[src/rtl/cdc_channel_arbiter.sv]
// Round-robin arbiter that serialises NUM_REQ requesters onto one handshake sender channel.
// Optional ack watchdog with sticky error and HALT state: define CDC_ARB_TIMEOUT_EN.
module cdc_channel_arbiter #(
    parameter int NUM_REQ        = 4,
    parameter int DATA_W         = 8,
    parameter int TIMEOUT_CYCLES = 256
) (
    input  logic                        clk,
    input  logic                        reset_n,
    input  logic [NUM_REQ-1:0]          req_valid,
    input  logic [NUM_REQ*DATA_W-1:0]   req_data,
    output logic [NUM_REQ-1:0]          req_done,
    output logic                        hs_valid,
    output logic [DATA_W-1:0]           hs_data,
    input  logic                        hs_ack,
    output logic [$clog2(NUM_REQ)-1:0]  grant_id,
    output logic                        busy,
    output logic                        err_timeout
);

    localparam int ID_W = $clog2(NUM_REQ);

    if (NUM_REQ < 2 || NUM_REQ > 16 || TIMEOUT_CYCLES < 2) begin : g_bad_cfg
        $error("cdc_channel_arbiter: unsupported NUM_REQ or TIMEOUT_CYCLES");
    end

    typedef enum logic [2:0] {
        S_IDLE,
        S_ARB,
        S_SEND,
        S_WAIT_ACK,
        S_GUARD
`ifdef CDC_ARB_TIMEOUT_EN
        , S_HALT
`endif
    } state_t;

    state_t              state_q, state_d;
    logic [ID_W-1:0]     rr_ptr_q, rr_ptr_d;
    logic [NUM_REQ-1:0]  req_done_q, req_done_d;
    logic                hs_valid_q, hs_valid_d;
    logic [DATA_W-1:0]   hs_data_q, hs_data_d;
    logic [ID_W-1:0]     grant_id_q, grant_id_d;
    logic                busy_q, busy_d;

    logic [DATA_W-1:0]   data_arr [NUM_REQ];
    logic [ID_W:0]       cand;
    logic [ID_W-1:0]     win_id;
    logic                win_found;

`ifdef CDC_ARB_TIMEOUT_EN
    localparam int CNT_W = $clog2(TIMEOUT_CYCLES);
    logic [CNT_W-1:0]    cnt_q, cnt_d;
    logic                err_q, err_d;
`endif

    always_comb begin
        for (int i = 0; i < NUM_REQ; i++) begin
            data_arr[i] = req_data[i*DATA_W +: DATA_W];
        end
    end

    // Search upward from rr_ptr with wrap; the first asserted request wins.
    always_comb begin
        // NOTE: every variable assigned here gets a default first, so no path can infer a latch.
        win_found = 1'b0;
        win_id    = '0;
        cand      = '0;
        for (int i = 0; i < NUM_REQ; i++) begin
            cand = {1'b0, rr_ptr_q} + (ID_W+1)'(i);
            if (cand >= (ID_W+1)'(NUM_REQ)) begin
                cand = cand - (ID_W+1)'(NUM_REQ);
            end
            if (!win_found && req_valid[cand[ID_W-1:0]]) begin
                win_found = 1'b1;
                win_id    = cand[ID_W-1:0];
            end
        end
    end

    always_comb begin
        state_d    = state_q;
        rr_ptr_d   = rr_ptr_q;
        req_done_d = '0;
        hs_valid_d = 1'b0;
        hs_data_d  = hs_data_q;
        grant_id_d = grant_id_q;
`ifdef CDC_ARB_TIMEOUT_EN
        cnt_d      = cnt_q;
        err_d      = err_q;
`endif
        case (state_q)
            S_IDLE: begin
                if (|req_valid) state_d = S_ARB;
            end
            S_ARB: begin
                if (win_found) begin
                    hs_data_d  = data_arr[win_id];
                    grant_id_d = win_id;
                    hs_valid_d = 1'b1;
                    state_d    = S_SEND;
                end else begin
                    state_d = S_IDLE;
                end
            end
            S_SEND: begin
                state_d = S_WAIT_ACK;
`ifdef CDC_ARB_TIMEOUT_EN
                cnt_d   = '0;
`endif
            end
            S_WAIT_ACK: begin
                if (hs_ack) begin
                    req_done_d[grant_id_q] = 1'b1;
                    rr_ptr_d = (grant_id_q == ID_W'(NUM_REQ-1)) ? '0 : grant_id_q + ID_W'(1);
                    state_d  = S_GUARD;
                end
`ifdef CDC_ARB_TIMEOUT_EN
                else if (cnt_q == CNT_W'(TIMEOUT_CYCLES-1)) begin
                    err_d   = 1'b1;
                    state_d = S_HALT;
                end else begin
                    cnt_d = cnt_q + CNT_W'(1);
                end
`endif
            end
            S_GUARD: state_d = S_IDLE;
`ifdef CDC_ARB_TIMEOUT_EN
            // Channel level state is unknown after a lost ack; only reset recovers.
            S_HALT:  state_d = S_HALT;
`endif
            default: state_d = S_IDLE;
        endcase
        busy_d = state_d inside {S_ARB, S_SEND, S_WAIT_ACK};
    end

    always_ff @(posedge clk or negedge reset_n) begin
        if (!reset_n) begin
            state_q    <= S_IDLE;
            rr_ptr_q   <= '0;
            req_done_q <= '0;
            hs_valid_q <= 1'b0;
            hs_data_q  <= '0;
            grant_id_q <= '0;
            busy_q     <= 1'b0;
        end else begin
            // NOTE: non-blocking assignments so all flops update from the same pre-edge values.
            state_q    <= state_d;
            rr_ptr_q   <= rr_ptr_d;
            req_done_q <= req_done_d;
            hs_valid_q <= hs_valid_d;
            hs_data_q  <= hs_data_d;
            grant_id_q <= grant_id_d;
            busy_q     <= busy_d;
        end
    end

`ifdef CDC_ARB_TIMEOUT_EN
    always_ff @(posedge clk or negedge reset_n) begin
        if (!reset_n) begin
            cnt_q <= '0;
            err_q <= 1'b0;
        end else begin
            cnt_q <= cnt_d;
            err_q <= err_d;
        end
    end
    assign err_timeout = err_q;
`else
    assign err_timeout = 1'b0;
`endif

    assign req_done = req_done_q;
    assign hs_valid = hs_valid_q;
    assign hs_data  = hs_data_q;
    assign grant_id = grant_id_q;
    assign busy     = busy_q;

endmodule

[config.mk]
export PLATFORM = sky130hd
export DESIGN_NAME = cdc_channel_arbiter
export DESIGN_NICKNAME = d
export VERILOG_FILES = /design/src/rtl/cdc_channel_arbiter.sv
export SDC_FILE = /design/constraint.sdc
export NUM_CORES = 1
export LEC_CHECK = 0
export ABC_AREA = 1
export BUFFER_PORTS_ARGS = -buffer_cell sky130_fd_sc_hd__buf_2
export CORE_AREA = 2 2 49 69
export DETAILED_ROUTE_END_ITERATION = 6
export DIE_AREA = 0 0 51 71
export GPL_ROUTABILITY_DRIVEN = 1
export PLACE_DENSITY = 0.84
export SYNTH_ARGS = -nofsm -noshare
export SYNTH_HDL_FRONTEND = slang
export SYNTH_SLANG_ARGS = --single-unit
[constraint.sdc]
create_clock -name clk -period 3.6 [get_ports clk]
set_clock_uncertainty 0.15 [all_clocks]
set_input_delay 0.54 -clock clk [delete_from_list [all_inputs] [get_ports clk]]
set_output_delay 0.54 -clock clk [all_outputs]
set_load 0.005 [all_outputs]
==> flow_metrics.tcl <==
set metrics [dict create \
    route.vias.total 1499 \
    slew_headroom_pct 62.4 \
    multi_input_comb_area_um2 798 \
    r2r_cells 13 \
    ant_nets 0 \
    root_buffer "clkbuf_8" \
    hold_buffers 0 \
    syn_area_per_cell_um2 6.74 \
    crit_fanout 17 \
    fin_crit_ns 2.39 \
    start_util_pct 50.2 \
    p_total_mw 1.74 \
    required_ns 3.60 \
    setup_violations 0 \
    dp_hpwl_um 2690 \
    ys_types 25 \
    grt_pass1_wl_um 5620 \
    finalSetupTns_ns 0 \
    leakage_nw 1.14 \
    slew_viol_final 0 \
    n_antenna_cell 0 \
    rrSetupSlack_ns 1.21 \
    cts_inserted_buffers 3 \
    port_buffers 54 \
    syn-cell-area_um2 1520 \
    cp-startpoint "rr_ptr_q[0]" \
    fmax_ghz 0.418 \
    r2r-start "rr_ptr_q[0]" \
    worst-slew-pin-transition_ns 0.562 \
    clk_latency_ns 0.27 \
    synthToLayoutAreaGrowth_pct 20.9 \
    ys.warnings.count 0 \
    path_class "reg -> reg" \
    crit_arrival_ns 2.39 \
    num_io_pins 56 \
    hold_class "in -> async" \
    synth_cells 226 \
    drt_pass1_iterations 4 \
    drive_gt1_share_pct 30.2 \
    clk_path_buf_depth 2 \
    die_h_um 71 \
    synthesis.nets 269 \
    die-area_um2 3620 \
    die_w_um 51 \
    ir_worst_vdd_mv 0.662 \
    status "finished, final reports clean" \
    fillers 297 \
    grtUsageTotal_pct 19.8 \
    endpoint_kind "flop" \
    synth_seq_cells 21 \
    powerDensity_nw_per_um2 943 \
    grt_pass1_vias 1394 \
    grt_start_max_net_pins 22 \
    grt_remaining_overflow 0 \
    clkTransAtPathRegs_ns 0.08 \
    cts_setup_buffers 0 \
    place.gp.congestion 0.783 \
    period_share_pct 66.4 \
    cts_tree "done" \
    vias_per_cell 4.73 \
    reg2reg_to "hs_data[7]" \
    cap_violations 0 \
    drc 0 \
    rsz0062_at_grt "false" \
    post_cts_resized 0 \
    clkSinkCount 21 \
    ys_seq_area_share_pct 34.5 \
    core_um2 3030 \
    wire_per_inst_um 10.6 \
    rows 24 \
    nets 322 \
    hold_viol_final 0 \
    antenna_found_initial 0 \
    cts_htree_levels 1 \
    cp-start-kind "flop" \
    seq_area_um2 526 \
    totalWireLength_um 3360 \
    cp-endpoint "hs_data[7]" \
    drt-initial-drc-count 37 \
]
[per-stage QoR]
step	cells	setup WS (ns)	hold WS, ns	utilization, %	area (um^2)
4_1_cts	317	1.23	0.0764	60.8	1840
5_1_grt	317	0.953	0.103	60.8	1840
2_1_floorplan	226	1.75	0.0944	-	1520
6_report	317	1.21	0.0576	60.8	1840
3_5_place_dp	313	1.15	0.315	59.2	1800
3_3_place_gp	313	1.16	0.311	59.2	1800
[worst max-delay path, stage by stage (launching register included)]
cell and delay [ns]:
dfrtp_1 0.61, inv_2 0.15, nand2_1 0.13, nand2_4 0.07, nand2_1 0.06, nand2_1 0.06, a21oi_1 0.16, nand2_2 0.23
nand2_4 0.29, nand2_1 0.08, nand3_1 0.09, nand2_1 0.06, nand2_1 0.06, nand2_1 0.07
[area by class of cell]
| type | count | share of cell area [%] |
|---|---|---|
| Clock buffer | 3 | 2.24 |
| Clock inverter | 1 | 0.272 |
| Inverter | 41 | 8.35 |
| Multi-Input combinational cell | 158 | 43.3 |
| Sequential cell | 21 | 28.5 |
| Tap cell | 39 | 2.65 |
| Timing Repair Buffer | 54 | 14.7 |
[cells by family after synthesis]
family                     share of synthesized area (%)
DFF                                                 34.5
adders and majority gates                           3.28
AOI/OAI and AO/OA                                   1.97
buffers and inverters                               13.1
and+or+nand+nor                                     46.9
other                                              0.246
[flip-flops by register name, indices dropped and copies added (netlist names)]
register and flops:
hs_data 8, req_done 4, state_q 3, grant_id 2, rr_ptr_q 2, busy 1, hs_valid 1
[report_power, final]
| part | internal [mW] | total (mW) | switching, mW |
|---|---|---|---|
| sequential | 0.337 | 0.425 | 0.0881 |
| clock | 0.0772 | 0.154 | 0.0767 |
| combinational | 0.402 | 1.16 | 0.756 |
| total | 0.817 | 1.74 | 0.921 |
[how the worst min path moves through the flow]
stage | end | cells after the start | slack (ns) | startpoint
global route | req_done[1] | 1 | 0.10 | reset_n
finish | rr_ptr_q[0] | 1 | 0.06 | reset_n
global placement | hs_data[7] | 2 | 0.31 | hs_data[7]
CTS | rr_ptr_q[0] | 1 | 0.08 | reset_n
floorplan | busy | 0 | 0.09 | reset_n
detailed placement | hs_data[5] | 2 | 0.31 | hs_data[5]
[cell usage in the layout, fill, tap and decap left out]
cell type | netlist | layout
a21oi_1 | 2 | 2
buf_2 | 1 | 54
clkbuf_8 | 0 | 3
clkinv_1 | 1 | 1
clkinv_2 | 0 | 1
conb_1 | 1 | 1
dfrtp_1 | 21 | 21
ha_1 | 4 | 4
inv_1 | 37 | 37
inv_2 | 3 | 3
nand2_1 | 75 | 75
nand2_2 | 15 | 15
nand2_4 | 3 | 3
nand3_1 | 31 | 31
nand3_2 | 3 | 3
nand3b_1 | 7 | 7
nand4_1 | 2 | 2
nor2_1 | 7 | 7
nor2_2 | 1 | 1
nor2_4 | 1 | 1
nor3_1 | 1 | 1
nor4_1 | 1 | 1
o21ai_0 | 3 | 3
o21ai_1 | 1 | 1
[layer usage]
metal  global-route usage, %  part of all wire [%]  routed length (um)
met5                       0                     0                   0
met4                    8.41                   1.4                  48
met3                    1.27                   5.1                 171
met2                    35.8                    50                1670
met1                    23.7                    44                1460
[synthesized netlist by cell type (all sizes together)]
library cell / number / area, um^2
nand2: 93 / 409
inv: 40 / 150
nand3: 34 / 185
dfrtp: 21 / 526
nor2: 9 / 43.8
nand3b: 7 / 52.6
buf: 5 / 42.5
ha: 4 / 50.1
o21ai: 4 / 20.0
a21oi: 2 / 10.0
nand4: 2 / 12.5
clkbuf: 1 / 3.75
clkinv: 1 / 3.75
conb: 1 / 3.75
nor3: 1 / 5.00
nor4: 1 / 6.26
No activity file was read; power rests on OpenSTA's default activity.
